[src/rtl/noc_port_arbiter_if.sv]
// NoC configuration package and the port-control handshake interface between
// the route selectors (master) and one output-port arbiter (slave).
package noc_port_arbiter_pkg;
  typedef struct packed {
    int unsigned virtual_channels;
  } noc_config_t;

  localparam noc_config_t NOC_DEFAULT_CONFIG = '{virtual_channels: 2};
endpackage

interface noc_port_arbiter_if #(
  parameter int unsigned CHANNELS = 2
);
  logic [5*CHANNELS-1:0] request;
  logic [5*CHANNELS-1:0] start_of_packet;
  logic [5*CHANNELS-1:0] end_of_packet;
  logic [CHANNELS-1:0]   vc_available;
  logic [5*CHANNELS-1:0] grant;
  logic [CHANNELS-1:0]   busy;

  modport master (
    output request, start_of_packet, end_of_packet, vc_available,
    input  grant, busy
  );

  modport slave (
    input  request, start_of_packet, end_of_packet, vc_available,
    output grant, busy
  );
endinterface

[src/rtl/noc_port_arbiter.sv]
// Output-port arbiter: per-VC round-robin choice among five input ports,
// holding each grant from packet head until the owner's tail is accepted.
module noc_port_arbiter
  import noc_port_arbiter_pkg::*;
#(
  parameter noc_config_t CONFIG          = NOC_DEFAULT_CONFIG,
  parameter logic [4:0]  AVAILABLE_PORTS = 5'b11111
) (
  input  logic               clk,
  input  logic               rst_n,
  noc_port_arbiter_if.slave  port_if
);
  localparam int unsigned CHANNELS = CONFIG.virtual_channels;

  typedef enum logic {ST_IDLE, ST_BUSY} state_t;

  state_t     r_state [CHANNELS];
  logic [2:0] r_last  [CHANNELS];
  state_t     w_next_state [CHANNELS];
  logic [2:0] w_next_last  [CHANNELS];
  logic [4:0] w_req [CHANNELS];
  logic [4:0] w_eop [CHANNELS];

  // First requesting port after 'last', wrapping 4 -> 0.
  function automatic logic [2:0] rr_pick(input logic [4:0] req, input logic [2:0] last);
    logic [2:0] pick;
    logic [2:0] cand;
    logic       found;
    pick  = last;
    found = 1'b0;
    for (int unsigned k = 1; k <= 5; k++) begin
      cand = 3'((32'(last) + k) % 5);
      if (!found && req[cand]) begin
        pick  = cand;
        found = 1'b1;
      end
    end
    return pick;
  endfunction

  always_comb begin
    for (int unsigned v = 0; v < CHANNELS; v++) begin
      w_req[v] = '0;
      w_eop[v] = '0;
      for (int unsigned p = 0; p < 5; p++) begin
        w_req[v][p] = port_if.request[CHANNELS*p+v] && port_if.start_of_packet[CHANNELS*p+v]
                      && AVAILABLE_PORTS[p];
        w_eop[v][p] = port_if.end_of_packet[CHANNELS*p+v];
      end
    end
  end

  always_ff @(posedge clk or negedge rst_n) begin
    if (!rst_n) begin
      for (int unsigned v = 0; v < CHANNELS; v++) begin
        r_state[v] <= ST_IDLE;
        r_last[v]  <= 3'd4;
      end
    end else begin
      for (int unsigned v = 0; v < CHANNELS; v++) begin
        r_state[v] <= w_next_state[v];
        r_last[v]  <= w_next_last[v];
      end
    end
  end

  // While BUSY, r_last doubles as the owner of the VC.
  always_comb begin
    for (int unsigned v = 0; v < CHANNELS; v++) begin
      w_next_state[v] = r_state[v];
      w_next_last[v]  = r_last[v];
      case (r_state[v])
        ST_IDLE: begin
          if ((|w_req[v]) && port_if.vc_available[v]) begin
            w_next_state[v] = ST_BUSY;
            w_next_last[v]  = rr_pick(w_req[v], r_last[v]);
          end
        end
        ST_BUSY: begin
          if (w_eop[v][r_last[v]]) begin
            w_next_state[v] = ST_IDLE;
          end
        end
        default: w_next_state[v] = ST_IDLE;
      endcase
    end
  end

  always_comb begin
    port_if.grant = '0;
    port_if.busy  = '0;
    for (int unsigned v = 0; v < CHANNELS; v++) begin
      port_if.busy[v] = (r_state[v] == ST_BUSY);
      for (int unsigned p = 0; p < 5; p++) begin
        port_if.grant[CHANNELS*p+v] = (r_state[v] == ST_BUSY) && (r_last[v] == 3'(p));
      end
    end
  end
endmodule
[src/flat_wrapper.sv]
// flat-port wrapper written by rule: the top's interface ports become plain ports
module noc_port_arbiter_flat import noc_port_arbiter_pkg::*;
#(
  parameter noc_config_t CONFIG          = NOC_DEFAULT_CONFIG,
  parameter logic [4:0]  AVAILABLE_PORTS = 5'b11111
)
  (clk, rst_n, port_if_request, port_if_start_of_packet, port_if_end_of_packet, port_if_vc_available, port_if_grant, port_if_busy);
  noc_port_arbiter_if port_if_i ();
  input  logic clk;
  input  logic rst_n;
  input wire logic [$bits(port_if_i.request)-1:0] port_if_request;
  input wire logic [$bits(port_if_i.start_of_packet)-1:0] port_if_start_of_packet;
  input wire logic [$bits(port_if_i.end_of_packet)-1:0] port_if_end_of_packet;
  input wire logic [$bits(port_if_i.vc_available)-1:0] port_if_vc_available;
  output wire logic [$bits(port_if_i.grant)-1:0] port_if_grant;
  output wire logic [$bits(port_if_i.busy)-1:0] port_if_busy;
  assign port_if_i.request = port_if_request;
  assign port_if_i.start_of_packet = port_if_start_of_packet;
  assign port_if_i.end_of_packet = port_if_end_of_packet;
  assign port_if_i.vc_available = port_if_vc_available;
  assign port_if_grant = port_if_i.grant;
  assign port_if_busy = port_if_i.busy;
  noc_port_arbiter #(.CONFIG(CONFIG), .AVAILABLE_PORTS(AVAILABLE_PORTS)) u_core (.clk(clk), .rst_n(rst_n), .port_if(port_if_i));
endmodule
[config.mk]
export PLATFORM = sky130hd
export DESIGN_NAME = noc_port_arbiter_flat
export DESIGN_NICKNAME = d
export VERILOG_FILES = /design/src/rtl/noc_port_arbiter_if.sv /design/src/rtl/noc_port_arbiter.sv /design/src/flat_wrapper.sv
export SDC_FILE = /design/constraint.sdc
export NUM_CORES = 1
export LEC_CHECK = 0
export ABC_AREA = 1
export CAP_MARGIN = 0
export CORE_MARGIN = 2
export CORE_UTILIZATION = 60
export DETAILED_ROUTE_END_ITERATION = 8
export DONT_BUFFER_PORTS = 1
export GPL_TIMING_DRIVEN = 0
export PLACE_DENSITY = 0.78
export SLEW_MARGIN = 40
export SYNTH_ARGS = -nofsm -noshare
export SYNTH_HDL_FRONTEND = slang
export SYNTH_SLANG_ARGS = --single-unit
[constraint.sdc]
create_clock -name clk -period 6.8 [get_ports clk]
set_input_delay 1.02 -clock clk [delete_from_list [all_inputs] [get_ports clk]]
set_output_delay 1.02 -clock clk [all_outputs]
set_load 0.03 [all_outputs]
==> metrics, run 1 <==
status=finished, final reports clean; clk_lat worst skew=220 ps; Worst setup SP type=register; Placed Instance Area=4083 um^2; commonest non-fill, non-tap cell in the layout=nand2_1; clock buffer count from CTS=3; hold slack=489.7 ps; die area=7294 um^2; Placer Congestion=0.9488; CTS Sinks=8; Mapped Nets=783; Worst Hold Class=input pin to async pin; final setup margin=2566 ps; Clock Root Buffer=clkbuf_8; Synth warnings=0; Final setup viols=0; Vias=4290; Post-CTS Setup Inserts=0; sequential element share of the synthesized area=5.098%; Total GRT Usage=27.95%; layout cells sized above 1=15.37%; Worst setup EP type=register; most used cell, CP=nand2_1; Yosys reg bits=8; CTS tree=yes; std cell rows=29; post-CTS resize count=0; Setup Skew=1.271 ps; synthesized instance count=693; crit path DAT=4340 ps; Routed WL=9958 um; syn_area_per_cell=5.738 um^2; area delta synth->final=3.713%; core area=6386 um^2; drt first pass iters=7; Fmax=236.2 MHz; DRC Markers=0; Slew headroom=61.17%; most frequent cells in the layout=nand2_1 (229), nand3_1 (100), inv_1 (95); Final Instance Area=4124 um^2; DIE HEIGHT=85.41 um; Diodes inserted=0; drt wl/cell=12.88 um; H-tree levels=1; Starting Density=62.26%; Vias/cell=5.550; Die X=85.41 um; Port Buffers=0; initial antenna violation count=0; final-stage net count=788; post-route ant nets=0; DP HPWL=8233 um; max-cap violations=0; worst slack at placement=2665 ps; fill count=644; CP Class=register to register; distinct cell type count after synthesis=41; Fin Setup TNS=0 ps; slowest stage cell, crit path=dfrtp_1; global-route wire length before repair=17210 um; min Tclk post-route=4234 ps; largest net degree at the start of global routing=14; vias in the first global route=3990; worst stage delay on the critical path=470 ps; Worst EP required=6910 ps; hold_buf cts=0; final worst-path cycle share=62.27%; Post-Syn Area=3976 um^2; I/O pin cnt=46; GRT overflow=0; crit path max fanout=13; Worst Tran Pin Value=579.3 ps; initial drt markers=180; Slew Limit Fails=0; endpoints failing hold=0; clock slew at reported path FFs=40 ps; maximum root-to-sink buffer count=2; RSZ-0062 raised after global routing=no
==> cell type report <==
cell class,instances,area [um^2],area share [%]
Inverter,110,417.9,10.13
Multi-Input combinational cell,564,3303,80.10
Sequential cell,8,202.7,4.915
Clock buffer,3,41.29,1.001
Buffer,11,62.56,1.517
Tap cell,77,96.34,2.336
==> worst max-delay path, delay by kind of cell (launching register included) <==
family	cells	cell delay, ps
simple gates	18	1860
fa+ha+maj	3	860
buf+inv	5	610
flops	1	470
compound gates	2	290
==> sequential cells by signal (all words and copies together), names as in the netlist <==
| signal | count |
|---|---|
| u_core.port_if.busy | 2 |
| u_core.r_last | 6 |
==> synthesized netlist by cell type <==
cell type    n  area share (%)
nor3_1       4            0.50
nand3_1    100              13
dfstp_2      2             1.3
a21oi_2      5             1.1
nor2_1      28             2.6
clkbuf_1     5            0.47
nand2_2     38             6.0
a32o_1       2            0.50
o31ai_2      1            0.31
xor2_2       2            0.82
ha_1        56              18
o21a_1       1            0.19
buf_2        2            0.25
nand2_1    229              22
nand2_4      5             1.4
or2_2        4            0.63
nor2_4       1            0.28
inv_2       14             1.3
nor2_8       1            0.50
nand3_4      3             1.3
a21oi_1      8             1.0
xor2_1       8             1.8
o21ai_1      8             1.0
o21ai_2      3            0.66
nand3_2     11             2.8
inv_1       95             9.0
o221ai_1     1            0.22
xnor2_1      2            0.44
o211ai_1     3            0.57
nor2_2       3            0.47
a21boi_2     1            0.28
buf_4        3            0.57
dfrtp_1      6             3.8
buf_6        1            0.28
nand3b_1     7             1.3
or2_4        1            0.22
o21ai_0     15             1.9
a41oi_1      1            0.22
nand4_1     10             1.6
o21bai_1     2            0.38
clkinv_4     1            0.22
==> worst paths after layout <==
kind                                                   start                      endpoint  slack, ps  depth (start not counted)
worst min register to register  u_core.r_last[5]$_DFFE_PN1P_  u_core.r_last[5]$_DFFE_PN1P_        590                          2
max in group asynchronous                              rst_n  u_core.r_last[5]$_DFFE_PN1P_       6140                          0
min in group clk                u_core.r_last[5]$_DFFE_PN1P_  u_core.r_last[5]$_DFFE_PN1P_        590                          2
worst max-delay path            u_core.r_last[3]$_DFFE_PN0P_  u_core.r_last[4]$_DFFE_PN0P_       2570                         28
worst max register to register  u_core.r_last[3]$_DFFE_PN0P_  u_core.r_last[4]$_DFFE_PN0P_       2570                         28
worst min-delay path                                   rst_n  u_core.r_last[3]$_DFFE_PN0P_        490                          0
==> per-layer routing <==
| layer | share of wire [%] | routed length [um] | GRT usage (%) | vias up |
|---|---|---|---|---|
| met5 | 0 | 0 | 0 | - |
| met4 | 2.6 | 261 | 7.071 | 0 |
| met3 | 3.5 | 351 | 2.529 | 20 |
| met2 | 52 | 5207 | 56.75 | 102 |
| li1 | - | - | - | 2221 |
| met1 | 42 | 4137 | 30.34 | 1947 |
==> metrics by stage <==
stage | std cells | util, %
floorplan | 693 | -
global placement | 770 | 63.77
detailed placement | 770 | 63.93
CTS | 773 | 64.58
global route | 773 | 64.58
finish | 773 | 64.58
==> kinds of logic after synthesis <==
kind of cell	synth area share, %
compound gates	8.339
xor+xnor	3.021
simple gates	53.84
flops	5.097
fa+ha+maj	17.62
buf+inv	12.08
Power of run 1 is not shown: default switching activity piles up to over one toggle a cycle in this logic, so the estimate is an artifact.
==> inputs of run 2 (changes only) <==
- clock period: 6.8 -> 4.2 ns (I/O delays scaled with it)
==> run 2 against run 1 <==
Effect of this change: critical path depth decreased by 1; core utilization rose by 1.7 points; wire length up 1.4%; highest routed layer unchanged.
==> metrics, run 2 (synthesized netlist as in run 1, its figures left out) <==
drt first pass iters=5 (-2); Total GRT Usage=27.95% (unchanged); most used cell, CP=nand2_1; Vias/cell=5.544 (-0.11%); Critical R2R Launch=u_core.r_last[2]$_DFFE_PN1P_; Vias=4313 (+0.54%); multi-input logic area=3353 um^2 (+1.5%); max-cap violations=0 (unchanged); slowest stage cell, crit path=dfstp_2; clk_lat worst skew=220 ps (about the same); Fin Setup TNS=0 ps (unchanged); drt wl/cell=12.98 um (+0.72%); Placer Congestion=0.9488 (unchanged); Worst Hold Class=input pin to async pin; largest net degree at the start of global routing=14 (unchanged); endpoints failing hold=0 (unchanged); crit path max fanout=8 (-5); CTS Sinks=8 (unchanged); Clock Root Buffer=clkbuf_8; WP buf/inv=6 (+1); worst stage delay on the critical path=590 ps (+120 ps); Worst setup SP type=register; status=finished, final reports clean; clock buffer count from CTS=3 (unchanged); Starting Density=62.26% (unchanged); DRC Markers=0 (unchanged); std cell rows=29 (unchanged); Worst Tran Pin Value=578.8 ps (-0.5590 ps); DIE HEIGHT=85.41 um (unchanged); layout cells sized above 1=18.12% (+2.7 points); area delta synth->final=6.513%; GRT overflow=0 (unchanged); Fmax=255.6 MHz (+8.2%); crit path DAT=4030 ps (-310 ps); most frequent cells in the layout=nand2_1 (227), nand3_1 (100), inv_1 (92); number of flip-flops in the largest register=6 (unchanged); Die X=85.41 um (unchanged); initial antenna violation count=0 (unchanged); Biggest register=u_core.r_last; Slew Limit Fails=0 (unchanged); final worst-path cycle share=93.17% (+31 points); CTS tree=yes; DP HPWL=8233 um (unchanged); post-route ant nets=0 (unchanged); CP delay by family, top=simple AND/OR/NAND/NOR gates; CP Class=register to register; fill count=623 (-3.3%); Routed WL=10100 um (+1.4%); global-route wire length before repair=17210 um (unchanged); H-tree levels=1 (unchanged); vias in the first global route=3990 (unchanged); Seq. cell area=206.4 um^2 (+1.9%); die area=7294 um^2 (unchanged); commonest non-fill, non-tap cell in the layout=nand2_1; core area=6386 um^2 (unchanged); Worst setup EP type=register; I/O pin cnt=46 (unchanged); Final setup viols=0 (unchanged); hold_buf cts=0 (unchanged); clock slew at reported path FFs=40 ps (about the same); Worst EP required=4310 ps (-2600 ps); maximum root-to-sink buffer count=2 (unchanged); initial drt markers=180 (unchanged); Crit. Startpoint=u_core.r_last[2]$_DFFE_PN1P_; Port Buffers=0 (unchanged); Diodes inserted=0 (unchanged); min Tclk post-route=3913 ps (-321.2 ps); Slew headroom=61.21% (about the same); Setup Skew=0.5644 ps (-0.7062 ps); final-stage net count=793 (+0.63%)
==> run 2: through the flow <==
step           instances  setup slack, ps  util, %  area (um^2)  hold WS, ps
6_report             778            286.9    66.32         4235        100.4
5_1_grt              778           -31.49    66.32         4235        88.47
4_1_cts              773            16.36    64.58         4124        96.23
3_5_place_dp         770            64.85    63.93         4083        334.5
3_3_place_gp         770            121.2    63.77         4073        334.6
2_1_floorplan        693            588.1        -         3976        334.4
==> run 2: cell type report <==
cell class                 instances  share of cell area (%)
sequential                         8                   4.874
multi-input combinational        564                   79.17
timing repair buffer               5                  0.8863
buffer                            11                   1.773
tap                               77                   2.275
clock buffer                       3                  0.9749
inverter                         110                   10.04
==> run 2: worst paths after layout <==
kind	end	slack, ps	depth (start not counted)
hold / removal	u_core.r_last[3]$_DFFE_PN0P_	100	0
setup reg to reg	u_core.r_last[1]$_DFFE_PN0P_	290	27
min in group clk	u_core.r_last[5]$_DFFE_PN1P_	530	2
hold reg to reg	u_core.r_last[5]$_DFFE_PN1P_	530	2
setup / recovery	u_core.r_last[1]$_DFFE_PN0P_	290	27
max in group asynchronous	u_core.r_last[5]$_DFFE_PN1P_	3930	0
==> run 2: what timing repair did <==
action                                  in CTS  in global routing
endpoints found under the setup margin       0                  6
resized for setup                            0                 23
buffers inserted                             0                  5
==> run 2: worst reg2reg max path, stage by stage (launching register included) <==
cell        delay (ps)
dfstp_2            590
buf_6              180
clkinvlp_4         130
buf_4              180
ha_1               320
nand2_1            150
nand3_2             90
nand2_1             60
nand2_1            110
inv_1              120
ha_1               150
inv_1               50
or2_2              280
nand3_2            120
nand2_4             90
nand2_2            100
xor2_2             230
nand4_1            180
nand2_2            160
nor2_2              60
nand2_2             90
inv_2               40
nand2_1             50
nand2_1             60
nand2_1             50
nand2_1             50
nand2_1             50
nand2_1             50
==> run 2: metal layers <==
metal | GRT usage [%] | vias up | wire, um
met5 | 0 | - | 0
met4 | 7.071 | 0 | 290
met3 | 2.529 | 25 | 360
met2 | 56.75 | 112 | 5307
met1 | 30.34 | 1954 | 4137
li1 | - | 2222 | -
Power of run 2 is left out for the same reason.
